### config.mk
export PLATFORM = sky130hd
export DESIGN_NAME = serial_bit_word_assembler
export DESIGN_NICKNAME = d
export VERILOG_FILES = /design/src/rtl/serial_bit_word_assembler.sv
export SDC_FILE = /design/constraint.sdc
export NUM_CORES = 1
export LEC_CHECK = 0
export CORE_AREA = 2 2 46 48
export CTS_CLUSTER_SIZE = 14
export DETAILED_ROUTE_END_ITERATION = 7
export DIE_AREA = 0 0 48 50
export GPL_TIMING_DRIVEN = 0
export PLACE_DENSITY_LB_ADDON = 0.1
export RECOVER_POWER = 25
export SYNTH_ARGS = -nofsm -noshare
export SYNTH_HDL_FRONTEND = slang
export SYNTH_SLANG_ARGS = --single-unit
### constraint.sdc
create_clock -name clk -period 1.7 [get_ports clk]
set_clock_uncertainty 0.15 [all_clocks]
set_input_delay 0.255 -clock clk [delete_from_list [all_inputs] [get_ports clk]]
set_output_delay 0.255 -clock clk [all_outputs]
set_load 0.02 [all_outputs]
### src/rtl/serial_bit_word_assembler.sv
// Serial-to-parallel word assembler: accepts one bit per beat (LSB first) into a
// WIDTH-bit register, then offers the finished word on a valid/ready handshake.
module serial_bit_word_assembler #(
    parameter int unsigned WIDTH = 8,
    parameter int unsigned CNT_W = 4
) (
    input  logic                     clk,
    input  logic                     rst,
    input  logic                     flush,
    input  logic                     sin_valid,
    input  logic                     sin_data,
    output logic                     sin_ready,
    output logic                     out_valid,
    input  logic                     out_ready,
    output logic [WIDTH-1:0]         out_data,
    output logic [$clog2(WIDTH)-1:0] bit_idx,
    output logic [CNT_W-1:0]         word_cnt
);

    localparam int unsigned IDX_W = $clog2(WIDTH);
    localparam logic [IDX_W-1:0] LAST_IDX = IDX_W'(WIDTH - 1);

    typedef enum logic {
        COLLECT = 1'b0,
        HOLD    = 1'b1
    } state_e;

    state_e             state_q,     state_d;
    logic [IDX_W-1:0]   bit_idx_q,   bit_idx_d;
    logic [WIDTH-1:0]   out_data_q,  out_data_d;
    logic               out_valid_q, out_valid_d;
    logic [CNT_W-1:0]   word_cnt_q,  word_cnt_d;

    // Next-state logic: bit capture while collecting, handshake while holding.
    always_comb begin
        state_d     = state_q;
        bit_idx_d   = bit_idx_q;
        out_data_d  = out_data_q;
        out_valid_d = out_valid_q;
        word_cnt_d  = word_cnt_q;

        case (state_q)
            COLLECT: begin
                if (flush) begin
                    bit_idx_d  = '0;
                    out_data_d = '0;
                end else if (sin_valid) begin
                    out_data_d[bit_idx_q] = sin_data;
                    if (bit_idx_q == LAST_IDX) begin
                        bit_idx_d   = '0;
                        out_valid_d = 1'b1;
                        state_d     = HOLD;
                    end else begin
                        bit_idx_d = bit_idx_q + IDX_W'(1);
                    end
                end
            end
            HOLD: begin
                // A completed word is never discarded; flush and sin_valid are ignored here.
                if (out_valid_q && out_ready) begin
                    out_valid_d = 1'b0;
                    out_data_d  = '0;
                    word_cnt_d  = word_cnt_q + CNT_W'(1);
                    state_d     = COLLECT;
                end
            end
            default: begin
                state_d = COLLECT;
            end
        endcase
    end

    // State and output registers with synchronous reset.
    always_ff @(posedge clk) begin
        if (rst) begin
            state_q     <= COLLECT;
            bit_idx_q   <= '0;
            out_data_q  <= '0;
            out_valid_q <= 1'b0;
            word_cnt_q  <= '0;
        end else begin
            state_q     <= state_d;
            bit_idx_q   <= bit_idx_d;
            out_data_q  <= out_data_d;
            out_valid_q <= out_valid_d;
            word_cnt_q  <= word_cnt_d;
        end
    end

    assign sin_ready = (state_q == COLLECT);
    assign out_valid = out_valid_q;
    assign out_data  = out_data_q;
    assign bit_idx   = bit_idx_q;
    assign word_cnt  = word_cnt_q;

endmodule

; ---- Word-level counts from Yosys, hierarchy flattened
; Cells that the tools add are included.
[totals]
register_bits = 17
in_bits = 6
out_inout_bits = 17
wordCells = 43
[classes]
addsub = 2
magnitude_cmp = 2
n_eq_ne = 6
n_mux = 20
bitwise = 1
n_reduce_logical = 7
[op_table]
columns = operator, count
row1 = 2-to-1 mux 8 bit, 3
row2 = one-hot mux 8 bit (2 select lines), 1
row3 = 2-to-1 mux 1 bit, 9
row4 = 2-to-1 mux 3 bit, 3
row5 = bitwise mux 8 bit, 1
row6 = AND reduction 2 bit, 3
row7 = "adder 4 x 1 -> 4 bit, second input constant", 1
row8 = "less-than comparator 3 x 4 -> 1 bit, second input constant", 1
row9 = "!= test 2 x 1 -> 1 bit, second input constant", 2
row10 = "!= test 2 bit, second input constant", 2
row11 = one-hot mux 1 bit (2 select lines), 2
row12 = AND reduction 4 bit, 1
row13 = "adder 3 x 1 -> 3 bit, second input constant", 1
row14 = demux 1 bit (select 3 bit), 1
row15 = "== test 3 bit, second input constant", 1
row16 = "greater-or-equal comparator 3 x 1 -> 1 bit, second input constant", 1
row17 = "!= test 3 bit, second input constant", 1
row18 = logical AND 1 bit, 2
row19 = nonzero test 2 bit, 1
row20 = NOT 1 bit, 1

; ---- Depth between registers and ports, before layout
[logic_depth]
depth_word = 8
mapped_depth = 4
mapped_depth_nobuf = 4

; ---- Least setup slack after synthesis
; OpenSTA, ideal clock, no wires.
[synth_path]
kind = reg-to-reg
from = register bit_idx_q[2], in the netlist bit_idx[2]
to = register out_data_q[6], in the netlist out_data[6]
setup_time_ns = 0.129
arrival_time_ns = 1.151
t_required_ns = 1.421
path_slack_ns = 0.269
stages_incl_launch_ff = 5
path_buffers = 1
synth_period_minus_slack_ns = 1.431
cell_sequence = dfxtp_1 > buf_2 > inv_1 > o311ai_0 > a31oi_1
[synth_via]
elab_chain_cells = 8
elab_cells_between_ends = 9
classes_between = order compare: 2 / mux: 6 / reduce/logical: 1
[synth_rtl]
columns = item, line
row1 = start: declaration, 29  ; logic [IDX_W-1:0] bit_idx_q, bit_idx_d;
row2 = start signal: assignment, 83  ; bit_idx_q <= bit_idx_d;
row3 = less-than comparator 3 x 4 -> 1 bit (not written as such) / greater-or-equal comparator 3 x 1 -> 1 bit (equally long branches), 48  ; out_data_d[bit_idx_q] = sin_data;
row4 = logical AND 1 bit (not written as such), 48
row5 = 2-to-1 mux 1 bit (not written as such), 48
row6 = demux 1 bit (select 3 bit) (*), 48
row7 = bitwise mux 8 bit (*), 48
row8 = 2-to-1 mux 8 bit (*), 47  ; end else if (sin_valid) begin
row9 = 2-to-1 mux 8 bit (*), 44  ; if (flush) begin
row10 = one-hot mux 8 bit (2 select lines) (*), 42  ; case (state_q)
row11 = end signal: assignment, 84  ; out_data_q <= out_data_d;
row12 = end: declaration, 30  ; logic [WIDTH-1:0] out_data_q, out_data_d;
; Every way passes the cells marked *; elsewhere a longest branch is shown, timed or not. The select of a mux whose other input is x is not followed.
; A chain may end at the register's enable or synchronous reset.

; ---- Final worst setup path
[layout_path]
from = register bit_idx_q[0], in the netlist bit_idx[0]
to = output bit_idx[0]
[layout_lines]
columns = item, line
row1 = end: declaration, 16  ; output logic [$clog2(WIDTH)-1:0] bit_idx,
; No word-level cell between the ends.

==> reports/summary.txt <==
Critical path data arrival time = 1.13 ns
Final worst path period need = 1.54 ns
Syn. warnings = 0
Routed Antenna Nets = 0
Sequential Area = 342 µm²
Pleak = 0.451 nW
Initial antenna violation count = 0
Area post-placement = 1070 µm²
EDFF count, synth = 0
Share of total power in the clock network = 0.326
Reg2reg setup slack = 0.28 ns
Clock net sink count = 17
Min-Delay Path Depth = 2
Kind of critical path = reg -> out
Post-route cell area = 1070 µm²
Yosys top cell by area = dfxtp_1
Synth top area cells = dfxtp_1 (41%), nand3_1 (8.4%), a31oi_1 (6.0%)
P_sw = 0.171 mW
Total Routing Usage GR = 0.186
Routability congestion estimate = 0.759
Post-CTS setup buffer count = 0
Via count = 820
PD cells = 638 nW/µm²
Initial DRC Count = 6
Max VDD drop = 0.000534 V
Count leader, synth = dfxtp_1
Xor/xnor share of the synthesized area = 0.0211
Compound-Gate Fraction of Synth Area = 0.151
Syn nets = 108
Detail Placement HPWL = 1.35 mm
Die height = 50 µm
Synthesis-to-layout area growth = 28.5%
Placed instance count = 147
FF-to-FF End = out_data[4]
Starting Density = 0.437
Share of post-route cells with drive strength above 1 = 0.0887
Num rows = 16
Fin. Hold Viols = 0
Critical Path Source = bit_idx[0]
CP top delay family = flip-flops
Post-Syn Instances = 99
Worst min-delay path category = in -> reg
Fin cells = 151
Share of the synthesized area in the top cell type = 0.410
Ys flop type = dfxtp_1
Switching share of power = 0.250
P_int = 0.511 mW
DRC viols = 0
Post-layout nets = 134
Post-synthesis cell type count = 27
Register bit total from synthesis = 17
Worst r2r src = state_q
Critical Path End Type = output port
FILL cells = 207
Hold endpoint = out_data[0]
Type of origin of the critical path = flip-flop
Cts bufs inserted = 3
Area of the multi-input gates = 438 µm²
FMAX = 0.651 GHz
Clock-pin slew of the registers on the worst-case setup and hold paths = 0.11 ns
Post-synthesis sequential area ratio = 0.410
N_diodes = 0
Die ar. = 2400 µm²
Maximum root-to-sink buffer count = 2
Io pins = 23
RSZ-0062 raised after global routing = no
Largest family of logic cells by synthesized area = simple AND/OR/NAND/NOR gates
CTS tree = built
Horiz. Die Dim = 48 µm
Post-synth top cells = dfxtp_1 (17), nand3_1 (14), a31oi_1 (8), nor2_1 (8), nand2_1 (7)
Mapped Area = 831 µm²
Setup WS post-layout = 0.164 ns
Adder-Cell Fraction of Synth Area = 0.0452
Highest-delay cell along the critical path = dfxtp_1
Critical Path Max Stage Delay = 0.46 ns
Pin slew with the least headroom to its limit = 0.532 ns
Fin. max-slew vios = 0
Total power = 0.681 mW
CP required = 1.29 ns
Worst slack, placed = -0.0722 ns
Grt ovf = 0
WL/cell = 12.8 µm
Post-synthesis mux area share = 0.0120
Post-Route WL = 1.94 mm
Worst r2r path cells = 4
Largest net degree at the start of global routing = 11
Ys async rst share = 0
Hold path start = rst
Status = finished clean
MaxCap Viol Count = 0
Sequential Power Share = 0.593
Crit-path max FO = 7
Avg Inst Size Synth = 8.39 µm²
Tcrit/Tclk final = 0.904
Avg Vias per Cell = 5.43
Synth Area in Simple Gates = 0.298
WP buf/inv = 1
Final TNS setup = 0 ns
Final setup vio count = 0
First-pass GRT wire length = 3.22 mm
Proportion of power drawn by combinational gates = 0.082
First-pass iteration count of the detailed router = 4
Clk root buf = clkbuf_4
Floorplan core area = 1900 µm²
Count of input and output buffers = 21
Vias in the first global route = 750
Htree depth = 1
Worst skew pair latency = 0.30 ns
Relative slew slack = 0.645
Worst path cell trace = dlygate4sd2_1
## cells by family (layout without fill, tap and decap cells)
| logic type | Yosys count | in the layout |
|---|---|---|
| and+or+nand+nor | 45 | 45 |
| adders and majority gates | 3 | 3 |
| xor gates and xnor gates | 2 | 2 |
| buffers and inverters | 12 | 37 |
| AOI/OAI and AO/OA | 19 | 19 |
| DFF | 17 | 17 |
| muxes | 1 | 1 |
## worst max-delay path by stage
| stage | to | cells after the start | slack [ns] |
|---|---|---|---|
| floorplan | out_data[6] | 4 | 0.27 |
| global placement | out_data[3] | 5 | -0.03 |
| detailed placement | out_data[3] | 5 | -0.07 |
| CTS | out_data[3] | 1 | 0.0002 |
| global route | bit_idx[0] | 1 | 0.12 |
| finish | bit_idx[0] | 1 | 0.16 |
## repair_timing
action	CTS	global route
hold buffers	0	0
setup endpoints to repair	9	8
gates resized for setup	10	8
## sequential cells by signal (all words and copies together), names as in the netlist
register / flops
out_valid: 1
bit_idx: 3
word_cnt: 4
state_q: 1
out_data: 8
## through the flow
stage / hold slack (ns) / utilization
6_report: 0.172 / 0.561
3_3_place_gp: 0.323 / 0.565
5_1_grt: 0.192 / 0.561
4_1_cts: 0.172 / 0.574
3_5_place_dp: 0.340 / 0.565
2_1_floorplan: 0.274 / -
## cell usage in the layout, fill, tap and decap left out, types with 2 or more instances in the layout
master	synthesis	routed
dfxtp_1	17	16
nand3_1	14	14
clkbuf_1	3	9
dlygate4sd2_1	0	9
nor2_1	8	8
a31oi_1	8	8
nand2_1	7	7
buf_2	6	5
a21oi_1	4	4
nand3b_1	4	4
clkdlybuf4s50_1	0	4
inv_1	3	3
nand4_1	3	3
ha_1	3	3
clkbuf_4	0	3
dlymetal6s2s_1	0	3
a32oi_1	2	2
o311ai_0	2	2
nor3b_1	2	2
xor2_1	2	2
## routing by layer
metal / part of all wire / GRT usage / vias to the layer above
li1: - / - / 418
met1: 0.49 / 0.255 / 380
met2: 0.46 / 0.278 / 18
met3: 0.045 / 0.0366 / 4
met4: 0.0062 / 0.0721 / 0
met5: 0 / 0 / -
## power by group through the flow
stage	Sequential (mW)	Combinational (mW)	Clock, mW
after floorplan	0.416	0.0282	0
after global placement	0.413	0.0570	0
after global routing	0.404	0.0616	0.244
after CTS	0.404	0.0561	0.234
final	0.404	0.0555	0.222
after detailed placement	0.413	0.0573	0
## final cells by class
type	instances	share of cell area
Sequential cell	17	0.320
Buffer	9	0.0375
Inverter	3	0.0106
Tap cell	27	0.0317
Multi-Input combinational cell	70	0.410
Clock buffer	3	0.0211
Clock inverter	1	0.00469
Timing Repair Buffer	21	0.164
Power figures use the tool's default switching activity.
